$ cat src/rtl/alu_muldiv_seq_if.sv
// Request/result and shared-ALU signal bundle for alu_muldiv_seq.
// The slave modport is the sequencer; the master modport is the CPU side that also owns the ALU.
interface alu_muldiv_seq_if;
  // Handshakes: start is taken only on an edge where busy=0 and the sequencer is idle.
  // done pulses for one cycle, and res/err are valid from that edge. alu_req asks for
  // the ALU, and an ALU step commits only on an edge where alu_gnt=1.
  logic       start;
  logic       op_div;
  logic [7:0] a_hi;
  logic [7:0] a_lo;
  logic [7:0] b;
  logic       busy;
  logic       done;
  logic [1:0] err;
  logic [7:0] res_hi;
  logic [7:0] res_lo;
  logic       alu_req;
  logic       alu_gnt;
  logic [8:0] alu_op;
  logic [7:0] alu_r;
  logic [7:0] alu_dr;
  logic       alu_c;
  logic [7:0] alu_out;
  logic       alu_cout;
  logic [2:0] dbg_state;

  modport slave (
    input  start, op_div, a_hi, a_lo, b, alu_gnt, alu_out, alu_cout,
    output busy, done, err, res_hi, res_lo, alu_req, alu_op, alu_r, alu_dr, alu_c,
           dbg_state
  );

  modport master (
    output start, op_div, a_hi, a_lo, b, alu_gnt, alu_out, alu_cout,
    input  busy, done, err, res_hi, res_lo, alu_req, alu_op, alu_r, alu_dr, alu_c,
           dbg_state
  );
endinterface

$ cat src/rtl/alu_muldiv_seq.sv
// 8x8 multiply / 16:8 divide sequencer that borrows the core's 8-bit ALU one op per grant.
// Optional macro MULDIV_ABORT_EN adds an abort input that cancels a busy operation.
module alu_muldiv_seq #(
  parameter int ITER = 8
) (
  input  logic clk,
  input  logic RST_n,
`ifdef MULDIV_ABORT_EN
  input  logic abort,
`endif
  alu_muldiv_seq_if.slave bus
);

  typedef enum logic [2:0] {
    S_IDLE, S_MADD, S_MRH, S_MRL, S_DCHK, S_DRL, S_DRH, S_DSUB
  } state_e;

  localparam logic [8:0] OP_ADD = 9'b0_0_000_01_00;
  localparam logic [8:0] OP_SUB = 9'b0_0_000_11_01;
  localparam logic [8:0] OP_ROR = 9'b1_1_000_00_11;
  localparam logic [8:0] OP_ROL = 9'b1_0_000_00_11;
  localparam logic [2:0] LAST   = 3'(ITER - 1);

  state_e     state_q, state_d;
  logic [7:0] h_q, h_d, l_q, l_d, b_q, b_d;
  logic       k_q, k_d, m_q, m_d;
  logic [2:0] cnt_q, cnt_d;
  logic       busy_q, busy_d, done_q, done_d;
  logic [1:0] err_q, err_d;
  logic [7:0] res_hi_q, res_hi_d, res_lo_q, res_lo_d;
  logic       alu_req_q, alu_req_d, alu_c_q, alu_c_d;
  logic [8:0] alu_op_q, alu_op_d;
  logic [7:0] alu_r_q, alu_r_d, alu_dr_q, alu_dr_d;
  logic       finish;

  always_comb begin
    state_d  = state_q;
    h_d      = h_q;
    l_d      = l_q;
    b_d      = b_q;
    k_d      = k_q;
    m_d      = m_q;
    cnt_d    = cnt_q;
    busy_d   = busy_q;
    done_d   = 1'b0;
    err_d    = err_q;
    res_hi_d = res_hi_q;
    res_lo_d = res_lo_q;
    finish   = 1'b0;

    if (state_q == S_IDLE) begin
      if (bus.start) begin
        h_d   = bus.op_div ? bus.a_hi : 8'h00;
        l_d   = bus.a_lo;
        b_d   = bus.b;
        k_d   = 1'b0;
        m_d   = 1'b0;
        cnt_d = 3'd0;
        err_d = 2'b00;
        if (bus.op_div && (bus.b == 8'h00)) begin
          err_d  = 2'b01;
          done_d = 1'b1;
        end else begin
          busy_d  = 1'b1;
          state_d = bus.op_div ? S_DCHK : S_MADD;
        end
      end
    end else if (bus.alu_gnt) begin
      case (state_q)
        S_MADD: begin h_d = bus.alu_out; k_d = bus.alu_cout; state_d = S_MRH; end
        S_MRH:  begin h_d = bus.alu_out; k_d = bus.alu_cout; state_d = S_MRL; end
        S_MRL: begin
          l_d   = bus.alu_out;
          cnt_d = cnt_q + 3'd1;
          if (cnt_q == LAST) finish = 1'b1;
          else               state_d = S_MADD;
        end
        S_DCHK: begin
          // High byte already >= divisor: the quotient cannot fit in 8 bits.
          if (bus.alu_cout) begin
            err_d   = 2'b10;
            done_d  = 1'b1;
            busy_d  = 1'b0;
            state_d = S_IDLE;
          end else begin
            state_d = S_DRL;
          end
        end
        S_DRL: begin l_d = bus.alu_out; k_d = bus.alu_cout; state_d = S_DRH; end
        S_DRH: begin h_d = bus.alu_out; m_d = bus.alu_cout; state_d = S_DSUB; end
        S_DSUB: begin
          // m_q is bit 8 of the shifted partial remainder, so it always fits the subtract.
          if (m_q || bus.alu_cout) begin
            h_d    = bus.alu_out;
            l_d[0] = 1'b1;
          end
          cnt_d = cnt_q + 3'd1;
          if (cnt_q == LAST) finish = 1'b1;
          else               state_d = S_DRL;
        end
        default: state_d = S_IDLE;
      endcase
    end

    if (finish) begin
      res_hi_d = h_d;
      res_lo_d = l_d;
      done_d   = 1'b1;
      busy_d   = 1'b0;
      state_d  = S_IDLE;
    end

`ifdef MULDIV_ABORT_EN
    if (abort && busy_q) begin
      state_d  = S_IDLE;
      busy_d   = 1'b0;
      done_d   = 1'b0;
      err_d    = err_q;
      res_hi_d = res_hi_q;
      res_lo_d = res_lo_q;
    end
`endif
  end

  // ALU drive is registered from the next state so it is valid for the whole state.
  always_comb begin
    alu_req_d = 1'b0;
    alu_op_d  = 9'd0;
    alu_r_d   = 8'h00;
    alu_dr_d  = 8'h00;
    alu_c_d   = 1'b0;
    case (state_d)
      S_MADD: begin alu_req_d = 1'b1; alu_op_d = OP_ADD; alu_r_d = h_d;
                    alu_dr_d = l_d[0] ? b_d : 8'h00; end
      S_MRH:  begin alu_req_d = 1'b1; alu_op_d = OP_ROR; alu_r_d = h_d; alu_c_d = k_d; end
      S_MRL:  begin alu_req_d = 1'b1; alu_op_d = OP_ROR; alu_r_d = l_d; alu_c_d = k_d; end
      S_DCHK: begin alu_req_d = 1'b1; alu_op_d = OP_SUB; alu_r_d = h_d; alu_dr_d = b_d; end
      S_DRL:  begin alu_req_d = 1'b1; alu_op_d = OP_ROL; alu_r_d = l_d; end
      S_DRH:  begin alu_req_d = 1'b1; alu_op_d = OP_ROL; alu_r_d = h_d; alu_c_d = k_d; end
      S_DSUB: begin alu_req_d = 1'b1; alu_op_d = OP_SUB; alu_r_d = h_d; alu_dr_d = b_d; end
      default: ;
    endcase
  end

  always_ff @(posedge clk) begin
    if (!RST_n) begin
      state_q   <= S_IDLE;
      h_q       <= 8'h00;
      l_q       <= 8'h00;
      b_q       <= 8'h00;
      k_q       <= 1'b0;
      m_q       <= 1'b0;
      cnt_q     <= 3'd0;
      busy_q    <= 1'b0;
      done_q    <= 1'b0;
      err_q     <= 2'b00;
      res_hi_q  <= 8'h00;
      res_lo_q  <= 8'h00;
      alu_req_q <= 1'b0;
      alu_op_q  <= 9'd0;
      alu_r_q   <= 8'h00;
      alu_dr_q  <= 8'h00;
      alu_c_q   <= 1'b0;
    end else begin
      state_q   <= state_d;
      h_q       <= h_d;
      l_q       <= l_d;
      b_q       <= b_d;
      k_q       <= k_d;
      m_q       <= m_d;
      cnt_q     <= cnt_d;
      busy_q    <= busy_d;
      done_q    <= done_d;
      err_q     <= err_d;
      res_hi_q  <= res_hi_d;
      res_lo_q  <= res_lo_d;
      alu_req_q <= alu_req_d;
      alu_op_q  <= alu_op_d;
      alu_r_q   <= alu_r_d;
      alu_dr_q  <= alu_dr_d;
      alu_c_q   <= alu_c_d;
    end
  end

  assign bus.busy      = busy_q;
  assign bus.done      = done_q;
  assign bus.err       = err_q;
  assign bus.res_hi    = res_hi_q;
  assign bus.res_lo    = res_lo_q;
  assign bus.alu_req   = alu_req_q;
  assign bus.alu_op    = alu_op_q;
  assign bus.alu_r     = alu_r_q;
  assign bus.alu_dr    = alu_dr_q;
  assign bus.alu_c     = alu_c_q;
  assign bus.dbg_state = state_q;

endmodule
$ cat src/flat_wrapper.sv
// flat-port wrapper written by rule: the top's interface ports become plain ports
module alu_muldiv_seq_flat 
#(
  parameter int ITER = 8
)
  (clk, RST_n, bus_start, bus_op_div, bus_a_hi, bus_a_lo, bus_b, bus_alu_gnt, bus_alu_out, bus_alu_cout, bus_busy, bus_done, bus_err, bus_res_hi, bus_res_lo, bus_alu_req, bus_alu_op, bus_alu_r, bus_alu_dr, bus_alu_c, bus_dbg_state);
  alu_muldiv_seq_if bus_i ();
  input  logic clk;
  input  logic RST_n;
  input wire logic [$bits(bus_i.start)-1:0] bus_start;
  input wire logic [$bits(bus_i.op_div)-1:0] bus_op_div;
  input wire logic [$bits(bus_i.a_hi)-1:0] bus_a_hi;
  input wire logic [$bits(bus_i.a_lo)-1:0] bus_a_lo;
  input wire logic [$bits(bus_i.b)-1:0] bus_b;
  input wire logic [$bits(bus_i.alu_gnt)-1:0] bus_alu_gnt;
  input wire logic [$bits(bus_i.alu_out)-1:0] bus_alu_out;
  input wire logic [$bits(bus_i.alu_cout)-1:0] bus_alu_cout;
  output wire logic [$bits(bus_i.busy)-1:0] bus_busy;
  output wire logic [$bits(bus_i.done)-1:0] bus_done;
  output wire logic [$bits(bus_i.err)-1:0] bus_err;
  output wire logic [$bits(bus_i.res_hi)-1:0] bus_res_hi;
  output wire logic [$bits(bus_i.res_lo)-1:0] bus_res_lo;
  output wire logic [$bits(bus_i.alu_req)-1:0] bus_alu_req;
  output wire logic [$bits(bus_i.alu_op)-1:0] bus_alu_op;
  output wire logic [$bits(bus_i.alu_r)-1:0] bus_alu_r;
  output wire logic [$bits(bus_i.alu_dr)-1:0] bus_alu_dr;
  output wire logic [$bits(bus_i.alu_c)-1:0] bus_alu_c;
  output wire logic [$bits(bus_i.dbg_state)-1:0] bus_dbg_state;
  assign bus_i.start = bus_start;
  assign bus_i.op_div = bus_op_div;
  assign bus_i.a_hi = bus_a_hi;
  assign bus_i.a_lo = bus_a_lo;
  assign bus_i.b = bus_b;
  assign bus_i.alu_gnt = bus_alu_gnt;
  assign bus_i.alu_out = bus_alu_out;
  assign bus_i.alu_cout = bus_alu_cout;
  assign bus_busy = bus_i.busy;
  assign bus_done = bus_i.done;
  assign bus_err = bus_i.err;
  assign bus_res_hi = bus_i.res_hi;
  assign bus_res_lo = bus_i.res_lo;
  assign bus_alu_req = bus_i.alu_req;
  assign bus_alu_op = bus_i.alu_op;
  assign bus_alu_r = bus_i.alu_r;
  assign bus_alu_dr = bus_i.alu_dr;
  assign bus_alu_c = bus_i.alu_c;
  assign bus_dbg_state = bus_i.dbg_state;
  alu_muldiv_seq #(.ITER(ITER)) u_core (.clk(clk), .RST_n(RST_n), .bus(bus_i));
endmodule
$ cat config.mk
export PLATFORM = sky130hd
export DESIGN_NAME = alu_muldiv_seq_flat
export DESIGN_NICKNAME = d
export VERILOG_FILES = /design/src/rtl/alu_muldiv_seq_if.sv /design/src/rtl/alu_muldiv_seq.sv /design/src/flat_wrapper.sv
export SDC_FILE = /design/constraint.sdc
export NUM_CORES = 1
export LEC_CHECK = 0
export ABC_AREA = 1
export BUFFER_PORTS_ARGS = -buffer_cell sky130_fd_sc_hd__buf_2
export CAP_MARGIN = 20
export CORE_ASPECT_RATIO = 0.6
export CORE_MARGIN = 5
export CORE_UTILIZATION = 52
export CTS_CLUSTER_DIAMETER = 80
export DETAILED_ROUTE_END_ITERATION = 6
export PLACE_DENSITY_LB_ADDON = 0.2
export REMOVE_ABC_BUFFERS = 1
export SYNTH_ARGS = -nofsm -noshare
export SYNTH_HDL_FRONTEND = slang
export SYNTH_SLANG_ARGS = --single-unit
export TNS_END_PERCENT = 5
$ cat constraint.sdc
create_clock -name clk -period 2 [get_ports clk]
set_input_delay 0.6 -clock clk [delete_from_list [all_inputs] [get_ports clk]]
set_output_delay 0.6 -clock clk [all_outputs]
set_load 0.01 [all_outputs]
==> results of run 1 <==
==> critical path, cell delays in order, from the launching register on <==
cell	delay, ps
sky130_fd_sc_hd__dfxtp_2	370
sky130_fd_sc_hd__nor2_2	200
sky130_fd_sc_hd__nand2_4	150
sky130_fd_sc_hd__inv_2	180
sky130_fd_sc_hd__nand2_2	240
sky130_fd_sc_hd__o21ai_0	270
sky130_fd_sc_hd__nor2_1	60
sky130_fd_sc_hd__nand2_1	90
sky130_fd_sc_hd__inv_1	60
sky130_fd_sc_hd__nand2_1	60
sky130_fd_sc_hd__nand2_1	50
==> power by group <==
part           total (mW)  internal, mW  leakage (nW)  switching (mW)
registers            1.66          1.61         0.614          0.0509
clock network        1.55         0.967         0.136           0.582
logic               0.708         0.242          1.39           0.466
==> cell families (layout without fill, tap and decap cells) <==
| group | Yosys count | in the layout | share of synthesized area, % |
|---|---|---|---|
| adders and majority gates | 2 | 2 | 0.755 |
| DFF | 75 | 75 | 45.3 |
| other | 1 | 3 | 0.113 |
| AOI/OAI and AO/OA | 69 | 69 | 11.4 |
| and+or+nand+nor | 224 | 224 | 33.3 |
| buffers and inverters | 67 | 163 | 9.06 |
==> flip-flops by register name, indices dropped and copies added, names as in the netlist <==
register / flops
u_core.bus.alu_r: 8
u_core.bus.res_lo: 8
u_core.m_q: 1
u_core.bus.done: 1
u_core.bus.alu_req: 1
u_core.bus.busy: 1
u_core.bus.res_hi: 8
u_core.bus.alu_dr: 8
u_core.h_q: 8
u_core.l_q: 8
u_core.bus.dbg_state: 3
u_core.bus.alu_c: 1
u_core.bus.alu_op: 5
u_core.bus.err: 2
u_core.k_q: 1
u_core.b_q: 8
u_core.cnt_q: 3
==> layout make-up <==
cell class	instances	share of cell area, %
Clock buffer	9	3.01
Clock inverter	7	3.62
Inverter	47	4.28
Multi-Input combinational cell	298	36.9
Sequential cell	75	36.5
Tap cell	84	2.55
Timing Repair Buffer	100	13.1
==> cell usage in the layout, fill, tap and decap left out, drive strengths merged <==
cell | synthesis | routed
nand2 | 100 | 100
buf | 17 | 100
dfxtp | 75 | 75
nor2 | 56 | 56
inv | 47 | 48
nand3 | 39 | 39
o21ai | 29 | 29
a21oi | 28 | 28
nand4 | 18 | 18
o211ai | 9 | 9
clkbuf | 3 | 9
or2 | 8 | 8
bufinv | 0 | 4
conb | 1 | 3
ha | 2 | 2
clkinv | 0 | 2
nor3 | 2 | 2
nand3b | 1 | 1
a31oi | 1 | 1
o21a | 1 | 1
o21bai | 1 | 1
==> layer usage <==
metal	vias to the layer above	wire, um	track usage [%]
li1	1603	-	-
met1	1461	4400	33.1
met2	175	3990	36.2
met3	12	1030	6.41
met4	0	102	5.20
met5	-	0	0
==> path summary, 6_finish.rpt <==
path	endpoint	slack (ps)	cells past startpoint
setup / recovery	u_core.bus.alu_r[3]	150	10
hold / removal	u_core.bus.res_hi[4]	460	2
setup reg to reg	u_core.bus.alu_r[3]	150	10
hold reg to reg	u_core.bus.res_hi[4]	460	2
==> what timing repair did <==
item                                   CTS  global route
setup endpoints to repair                0             9
endpoints found under the hold margin    0             0
gates resized for setup                  0             2
setup buffers                            0             0
==> through the flow <==
stage | setup slack (ps) | power [mW] | hold slack (ps) | util [%]
6_report | 150 | 3.91 | 464 | 67.1
5_1_grt | 24.6 | 4.07 | 492 | 67.1
4_1_cts | 140 | 3.92 | 463 | 67.0
3_5_place_dp | 66.2 | 2.38 | 443 | 62.6
3_3_place_gp | 76.0 | 2.36 | 436 | 62.6
2_1_floorplan | 318 | 2.10 | 432 | -
==> impl_summary.log, run 1 <==
INFO  metric cts_hold_buffers = 0
INFO  metric power_density = 951 nW/um2
INFO  metric finalSetupViolCount = 0
INFO  metric drt_first_iter_violations = 280
INFO  metric final_hold_viol_count = 0
INFO  metric placeableCoreArea = ~6100 um2
INFO  metric start_point_of_the_worst_hold_path = u_core.bus.res_hi[4]
INFO  metric synth_top_cells_by_count = 86 x sky130_fd_sc_hd__nand2_1, 75 x sky130_fd_sc_hd__dfxtp_1, 49 x sky130_fd_sc_hd__nor2_1
INFO  metric postSynthRegisterBits = 75
INFO  metric synth.largest_area_cell = sky130_fd_sc_hd__dfxtp_1
INFO  metric totalNegativeSetupSlack = 0 ps
INFO  metric drtPass1Iterations = 5
INFO  metric final-instance-count-excl-fill = 620
INFO  metric worstSetupEndpointType = flop
INFO  metric hold_path.class = flop to flop
INFO  metric die_width = about 110 um
INFO  metric run_status = finished clean
INFO  metric portBuffers = 84
INFO  metric synth_area_per_cell = between 7 and 8 um2
INFO  metric die_h = around 72 um
INFO  metric weighted_congestion_at_the_end_of_routability_driven_global_placement = just over 0.9
INFO  metric max_freq = 540 MHz
INFO  metric cp_max_fo = 14
INFO  metric grt_antenna_before_repair = 0
INFO  metric count_of_mapped_cells_out_of_synthesis = roughly 440
INFO  metric vias_per_cell = approximately 5.2
INFO  metric finalClockSkew = 7.68 ps
INFO  metric post-route-period-util = approximately 90%
INFO  metric multi_input_area = around 1500 um2
INFO  metric route.vias.total = 3251
INFO  metric global_route.usage.total = between 20% and 30%
INFO  metric grt_first_pass_wirelength = between 15 and 20 mm
INFO  metric fin_area = around 4100 um2
INFO  metric clock_tree.htree_level_count = 3
INFO  metric tritoncts = built
INFO  metric clock_latency = 350 ps
INFO  metric ant_nets = 0
INFO  metric grt_start_max_net_pins = 28
INFO  metric place.detailed.instances = approximately 600
INFO  metric timing.max_cap.violations = 0
INFO  metric die-area = roughly 8000 um2
INFO  metric cts.sinks = 75
INFO  metric netlist_area = roughly 3300 um2
INFO  metric clk_transition_reported_paths = around 80 ps
INFO  metric antenna_cells = 0
INFO  metric layout-drive-gt1-share = 31.3%
INFO  metric timing.critical_path.arrival = 2100 ps
INFO  metric worst-setup-path-type = flop to flop
INFO  metric async_reset_ff_share = 0%
INFO  metric clk_path_buf_depth = 2
INFO  metric synth_area_leaders = sky130_fd_sc_hd__dfxtp_1 45%, sky130_fd_sc_hd__nand2_1 9.7%, sky130_fd_sc_hd__nor2_1 5.6%, sky130_fd_sc_hd__nand3_1 4.7%, sky130_fd_sc_hd__inv_1 4.2%
INFO  metric drc = 0
INFO  metric timing.critical_path.required = around 2300 ps
INFO  metric layout_min_cycle_time = around 1900 ps
INFO  metric worstSetupStartpointType = flop
INFO  metric cts-root-buf = sky130_fd_sc_hd__clkbuf_8
INFO  metric rsz_0062_raised_after_global_routing = no
INFO  metric yosysWarnings = 0
INFO  metric synthMostInstantiatedCell = sky130_fd_sc_hd__nand2_1
INFO  metric fp-row-count = 22
INFO  metric final_global_route_overflow_total = 0
INFO  metric filler_cell_count = 536
INFO  metric io-pin-count = approximately 90
INFO  metric netlist-cell-type-count = 31
INFO  metric synthDominantCellAreaShare = between 40% and 50%
INFO  metric areaGrowthSynthToFinish = 24.3%
INFO  metric dp.final_hpwl = ~7 mm
INFO  metric cts_inserted_buffers = 9
INFO  metric detailed_place.area = about 3800 um2
INFO  metric number_of_flops_mapped_to_enable_cells_by_yosys = 0
INFO  metric seq_area_frac_synth = between 40 and 50%
INFO  metric ir_drop = ~550 uV
INFO  metric area.sequential = roughly 1500 um2
INFO  metric leakagePower = ~2.1 nW
INFO  metric wire_per_inst = approximately 15 um
INFO  metric routed_wirelength = between 9 and 10 mm
INFO  metric yosys_most_used_dff = sky130_fd_sc_hd__dfxtp_1
INFO  metric worst_r2r_src = u_core.bus.dbg_state[0]
INFO  metric number_of_global_route_vias_before_repair = around 3000
INFO  metric cp-startpoint = u_core.bus.dbg_state[0]
INFO  metric fin_nets = approximately 570
INFO  metric start_util = a little over half
INFO  metric timing_max_transition_violations_final = 0
No activity file was read; power rests on OpenSTA's default activity.
==> run 2, diff against run 1 <==
- CELL_PAD_IN_SITES_DETAIL_PLACEMENT: unset -> 0
- CELL_PAD_IN_SITES_GLOBAL_PLACEMENT: unset -> 1
- CORE_UTILIZATION: 52 -> 37
==> impl_summary.log, run 2 (same netlist as run 1, synthesis figures left out) <==
INFO  metric run_status = finished clean
INFO  metric leakagePower = 2.20 nW (+2.8%)
INFO  metric place.detailed.instances = 638 (+5.6%)
INFO  metric worstSetupStartpointType = flop
INFO  metric layout_min_cycle_time = 1870 ps (+15.7 ps)
INFO  metric ant_nets = 0 (unchanged)
INFO  metric antenna_cells = 0 (unchanged)
INFO  metric timing.max_cap.violations = 0 (unchanged)
INFO  metric max_freq = 536 MHz (-0.84%)
INFO  metric filler_cell_count = 858 (+60%)
INFO  metric grt_first_pass_wirelength = 16.3 mm (+8.5%)
INFO  metric finalClockSkew = 6.16 ps (-1.52 ps)
INFO  metric fin_nets = 577 (+1.1%)
INFO  metric cp_max_fo = 8 (-6)
INFO  metric finalWorstSetupSlack = 134 ps (-15.7 ps)
INFO  metric tritoncts = built
INFO  metric timing.critical_path.required = 2230 ps (-20 ps)
INFO  metric worstSetupEndpointType = flop
INFO  metric ir_drop = 478 uV (-13%)
INFO  metric gr-max-usage-layer = met1
INFO  metric number_of_global_route_vias_before_repair = 3101 (+2.1%)
INFO  metric grt_use_met1 = 27.5% (-5.7 points)
INFO  metric cts_inserted_buffers = 9 (unchanged)
INFO  metric clk_path_buf_depth = 2 (unchanged)
INFO  metric post-cts-setup-buffer-count = 0 (unchanged)
INFO  metric worst-setup-path-type = flop to flop
INFO  metric dp.final_hpwl = 7.60 mm (+8.8%)
INFO  metric cts-root-buf = sky130_fd_sc_hd__clkbuf_16
INFO  metric detailedPlace.worstSlack = -4.35 ps (-70.5 ps)
INFO  metric die-area = 11000 um2 (+36%)
INFO  metric timing.hold.ws = 457 ps (-6.35 ps)
INFO  metric wire_per_inst = 15.4 um (+0.45%)
INFO  metric hold-path-cell-count = 2 (unchanged)
INFO  metric clk_transition_reported_paths = 60 ps (-20 ps)
INFO  metric cts_hold_buffers = 0 (unchanged)
INFO  metric grt_start_max_net_pins = 22 (-21%)
INFO  metric drc = 0 (unchanged)
INFO  metric placeableCoreArea = 8620 um2 (+40%)
INFO  metric start_util = 38.4% (-16 points)
INFO  metric final_core_util = 49.5% (-18 points)
INFO  metric die_h = 83.3 um (+16%)
INFO  metric final_global_route_overflow_total = 0 (unchanged)
INFO  metric portBuffers = 84 (unchanged)
INFO  metric layout_commonest_cell = sky130_fd_sc_hd__nand2_1
INFO  metric post-route-period-util = 93.3% (+0.78 points)
INFO  metric final_cell_mix = 86 x sky130_fd_sc_hd__nand2_1, 84 x sky130_fd_sc_hd__buf_2, 74 x sky130_fd_sc_hd__dfxtp_1
INFO  metric cts.sinks = 75 (unchanged)
INFO  metric areaGrowthSynthToFinish = 28.9%
INFO  metric timing_max_transition_violations_final = 0 (unchanged)
INFO  metric power_density = 968 nW/um2 (+1.8%)
INFO  metric totalNegativeSetupSlack = 0 ps (unchanged)
INFO  metric layout-drive-gt1-share = 31.5% (+0.21 points)
INFO  metric io-pin-count = 88 (unchanged)
INFO  metric met2_capacity_usage_during_global_routing = 25.3% (-11 points)
INFO  metric rsz_0062_raised_after_global_routing = no
INFO  metric hold_path.class = flop to flop
INFO  metric worst-r2r-cell-count = 9 (-1)
INFO  metric finalSetupViolCount = 0 (unchanged)
INFO  metric grt_antenna_before_repair = 0 (unchanged)
INFO  metric die_width = 132 um (+17%)
INFO  metric cts_resized = 0 (unchanged)
INFO  metric clock_latency = 340 ps (about the same)
INFO  metric drt_first_iter_violations = 245 (-13%)
INFO  metric final-instance-count-excl-fill = 654 (+5.5%)
INFO  metric clock_tree.htree_level_count = 3 (unchanged)
INFO  metric weighted_congestion_at_the_end_of_routability_driven_global_placement = 0.862 (-5.6%)
INFO  metric drtPass1Iterations = 4 (-1)
INFO  metric global_route.usage.total = 18.7% (-4.9 points)
INFO  metric vias_per_cell = 4.89 (-6.7%)
INFO  metric fp-row-count = 26 (+18%)
INFO  metric detailed_place.area = 3950 um2 (+2.7%)
INFO  metric fin_area = 4270 um2 (+3.7%)
INFO  metric fin_total_pwr = 4.13 mW (+5.5%)
INFO  metric routed_wirelength = 10.1 mm (+6.0%)
INFO  metric route.vias.total = 3201 (-1.5%)
INFO  metric final_hold_viol_count = 0 (unchanged)
INFO  metric timing.critical_path.arrival = 2090 ps (about the same)
INFO  metric globalRouteMet3Util = 6.28% (-0.13 points)
==> run 2: cell types whose count changed in the layout (fill, tap and decap cells not counted), moves of 2 or more <==
cell,before,now
sky130_fd_sc_hd__buf_12,0,2
sky130_fd_sc_hd__buf_4,16,20
sky130_fd_sc_hd__bufinv_16,4,2
sky130_fd_sc_hd__clkbuf_1,0,2
sky130_fd_sc_hd__clkbuf_16,0,9
sky130_fd_sc_hd__clkbuf_8,9,1
==> run 2: final cells by class <==
type                            instances  area, um2  area share, %
Clock buffer                           12        246           5.77
Clock inverter                          4       73.8           1.73
Inverter                               47        176           4.13
Multi-Input combinational cell        298       1520           35.6
Sequential cell                        75       1500           35.2
Tap cell                              112        140           3.28
Timing Repair Buffer                  106        611           14.3
==> run 2: where the power goes <==
| part | switching, mW | internal (mW) |
|---|---|---|
| sequential | 0.0434 | 1.61 |
| combinational | 0.474 | 0.267 |
| clock | 0.613 | 1.13 |
| total | 1.13 | 3.00 |
==> run 2: per-layer routing <==
layer	share of wire, %	wire, um	up-vias
met3	9.2	929	10
li1	-	-	1624
met2	39	3940	122
met5	0	0	-
met4	1.2	120	0
met1	51	5090	1445
==> run 2: critical path, stage by stage (launching register included) <==
cell                      delay [ps]
sky130_fd_sc_hd__dfxtp_1         480
sky130_fd_sc_hd__nand2_2         170
sky130_fd_sc_hd__nor2_4          210
sky130_fd_sc_hd__nand2_2         150
sky130_fd_sc_hd__nand2_1         130
sky130_fd_sc_hd__a21oi_1          90
sky130_fd_sc_hd__nand2_1         100
sky130_fd_sc_hd__nand3_2         220
sky130_fd_sc_hd__nand2_1         140
sky130_fd_sc_hd__nand2_1          70
==> run 2: final timing paths <==
path | startpoint | endpoint | slack [ps]
worst min-delay path | u_core.bus.res_lo[3] | u_core.bus.res_lo[3] | 460
worst min register to register | u_core.bus.res_lo[3] | u_core.bus.res_lo[3] | 460
worst max-delay path | u_core.bus.dbg_state[1] | u_core.bus.alu_r[5] | 130
worst max register to register | u_core.bus.dbg_state[1] | u_core.bus.alu_r[5] | 130
==> run 3, diff against run 2 <==
- CORE_MARGIN: 5 -> unset
- clock period: 2 -> 2.05 ns (I/O delays scaled with it)
==> impl_summary.log, run 3 (same netlist as run 1, synthesis figures left out) <==
INFO  metric run_status = finished clean
INFO  metric wire_per_inst = 14.8 um (-4.3%)
INFO  metric drc = 0 (unchanged)
INFO  metric routed_wirelength = 9.80 mm (-2.8%)
INFO  metric die_width = 124 um (-6.1%)
INFO  metric timing.critical_path.required = 2290 ps (+60 ps)
INFO  metric layout_min_cycle_time = 1890 ps (+21.9 ps)
INFO  metric fin_total_pwr = 3.90 mW (-5.7%)
INFO  metric grt_antenna_before_repair = 0 (unchanged)
INFO  metric clk_transition_reported_paths = 60 ps (about the same)
INFO  metric area.sequential = 1500 um2 (about the same)
INFO  metric post-route-period-util = 92.1% (-1.2 points)
INFO  metric leakagePower = 2.23 nW (+1.4%)
INFO  metric timing.max_cap.violations = 0 (unchanged)
INFO  metric io-pin-count = 88 (unchanged)
INFO  metric die_h = 75.3 um (-9.6%)
INFO  metric ant_nets = 0 (unchanged)
INFO  metric cts.sinks = 75 (unchanged)
INFO  metric placeableCoreArea = 8590 um2 (-0.38%)
INFO  metric dp.final_hpwl = 7.29 mm (-4.1%)
INFO  metric clock_tree.htree_level_count = 3 (unchanged)
INFO  metric layout-drive-gt1-share = 33.0% (+1.4 points)
INFO  metric cts_resized = 0 (unchanged)
INFO  metric cpPeakStageDelay = 390 ps (-90 ps)
INFO  metric fp-row-count = 26 (unchanged)
INFO  metric critPathMostFrequentCell = sky130_fd_sc_hd__nand2_1
INFO  metric totalNegativeSetupSlack = 0 ps (unchanged)
INFO  metric die-area = 9350 um2 (-15%)
INFO  metric vias_per_cell = 4.91 (+0.34%)
INFO  metric worstSetupStartpointType = flop
INFO  metric global_route.usage.total = 22.7% (+4.0 points)
INFO  metric route.vias.total = 3261 (+1.9%)
INFO  metric hold_path.class = flop to flop
INFO  metric number_of_global_route_vias_before_repair = 2951 (-4.8%)
INFO  metric worst-r2r-cell-count = 10 (+1)
INFO  metric cp_max_fo = 9 (+1)
INFO  metric clk_path_buf_depth = 2 (unchanged)
INFO  metric cts_inserted_buffers = 9 (unchanged)
INFO  metric final_global_route_overflow_total = 0 (unchanged)
INFO  metric final_hold_viol_count = 0 (unchanged)
INFO  metric cell_with_the_largest_stage_delay_on_the_worst_path = sky130_fd_sc_hd__dfxtp_1
INFO  metric r2r_slack = 160 ps (+30 ps)
INFO  metric filler_cell_count = 863 (+0.58%)
INFO  metric power_density = 905 nW/um2 (-6.4%)
INFO  metric worst-setup-path-type = flop to flop
INFO  metric weighted_congestion_at_the_end_of_routability_driven_global_placement = 0.889 (+3.1%)
INFO  metric hold-path-cell-count = 2 (unchanged)
INFO  metric drtPass1Iterations = 5 (+1)
INFO  metric cts-root-buf = sky130_fd_sc_hd__clkbuf_16
INFO  metric fin_nets = 587 (+1.7%)
INFO  metric timing.critical_path.arrival = 2120 ps (+30 ps)
INFO  metric grt_first_pass_wirelength = 15.4 mm (-5.6%)
INFO  metric ir_drop = 456 uV (-4.6%)
INFO  metric timing.hold.ws = 457 ps (-0.539 ps)
INFO  metric worstSetupEndpointType = flop
INFO  metric portBuffers = 84 (unchanged)
INFO  metric cell_by_cell_listing_of_the_critical_path = nor2_2 -> nand2_4 -> nor2_4 -> nand2_1 -> nand2_2 -> nand3_4 -> nand2_1 -> nand3_2 -> nand2_1 -> nand2_1
INFO  metric timing_max_transition_violations_final = 0 (unchanged)
INFO  metric antenna_cells = 0 (unchanged)
INFO  metric rsz_0062_raised_after_global_routing = no
INFO  metric tritoncts = built
INFO  metric areaGrowthSynthToFinish = 29.9%
INFO  metric layout_commonest_cell = sky130_fd_sc_hd__nand2_1
INFO  metric clock_latency = 340 ps (about the same)
INFO  metric start_util = 38.6% (+0.15 points)
INFO  metric finalSetupViolCount = 0 (unchanged)
INFO  metric drt_first_iter_violations = 323 (+32%)
INFO  metric final_cell_mix = 86 x sky130_fd_sc_hd__nand2_1, 84 x sky130_fd_sc_hd__buf_2, 75 x sky130_fd_sc_hd__dfxtp_1
INFO  metric multi_input_area = 1520 um2 (unchanged)
INFO  metric finalClockSkew = 4.02 ps (-2.14 ps)
INFO  metric max_freq = 530 MHz (-1.2%)
INFO  metric grt_start_max_net_pins = 21 (-4.5%)
-- run 3: changes by cell type in the layout (fill, tap and decap cells not counted) --
cell and change:
sky130_fd_sc_hd__buf_12 -1, sky130_fd_sc_hd__buf_4 +11, sky130_fd_sc_hd__bufinv_16 -1, sky130_fd_sc_hd__clkbuf_1 -2, sky130_fd_sc_hd__clkbuf_8 -1, sky130_fd_sc_hd__clkinv_2 +2, sky130_fd_sc_hd__clkinvlp_4 +2, sky130_fd_sc_hd__dfxtp_1 +1
sky130_fd_sc_hd__dfxtp_2 -1
-- run 3: stage by stage --
stage | utilization, % | worst slack, ps | instance area (um2) | std cells
6_report | 50.1 | 162 | 4300 | 664
2_1_floorplan | - | 368 | 3200 | 420
3_5_place_dp | 46.5 | 34.7 | 4000 | 646
4_1_cts | 49.9 | 115 | 4290 | 662
3_3_place_gp | 46.5 | 46.3 | 4000 | 646
5_1_grt | 50.1 | 16.8 | 4300 | 664
-- run 3: power by group --
part,internal [mW],total (mW),switching [mW]
clock network,0.936,1.55,0.614
logic,0.269,0.733,0.464
registers,1.57,1.61,0.0445
-- run 3: routing by layer --
layer / wire, um / vias up / part of all wire [%] / track usage, %
li1: - / 1645 / - / -
met1: 5050 / 1466 / 52 / 34.8
met2: 3720 / 140 / 38 / 29.8
met3: 922 / 10 / 9.4 / 6.89
met4: 105 / 0 / 1.1 / 6.35
met5: 0 / - / 0 / 0
-- run 3: cell type report --
type                    count  share of cell area [%]
well taps                 112                    3.26
repair buffers            116                    15.6
multi-input cells         298                    35.3
clock buffers               9                    5.23
inverters                  47                    4.10
clock inverters             7                    1.60
flip-flops and latches     75                    34.9
-- run 3: timing repair --
item,4_1_cts,5_1_grt
endpoints found under the setup margin,0,8
hold buffers,0,0
buffers inserted,0,2
-- run 3: path summary, 6_finish.rpt --
kind / start / to
max reg2reg: u_core.bus.dbg_state[0] / u_core.bus.alu_r[5]
max: u_core.bus.dbg_state[0] / u_core.bus.alu_r[5]
min: u_core.bus.res_hi[3] / u_core.bus.res_hi[3]
min reg2reg: u_core.bus.res_hi[3] / u_core.bus.res_hi[3]
-- run 3: critical path, delay by kind of cell, from the launching register on --
kind	cells	cell delay (ps)
simple gates	10	1370
flops	1	390
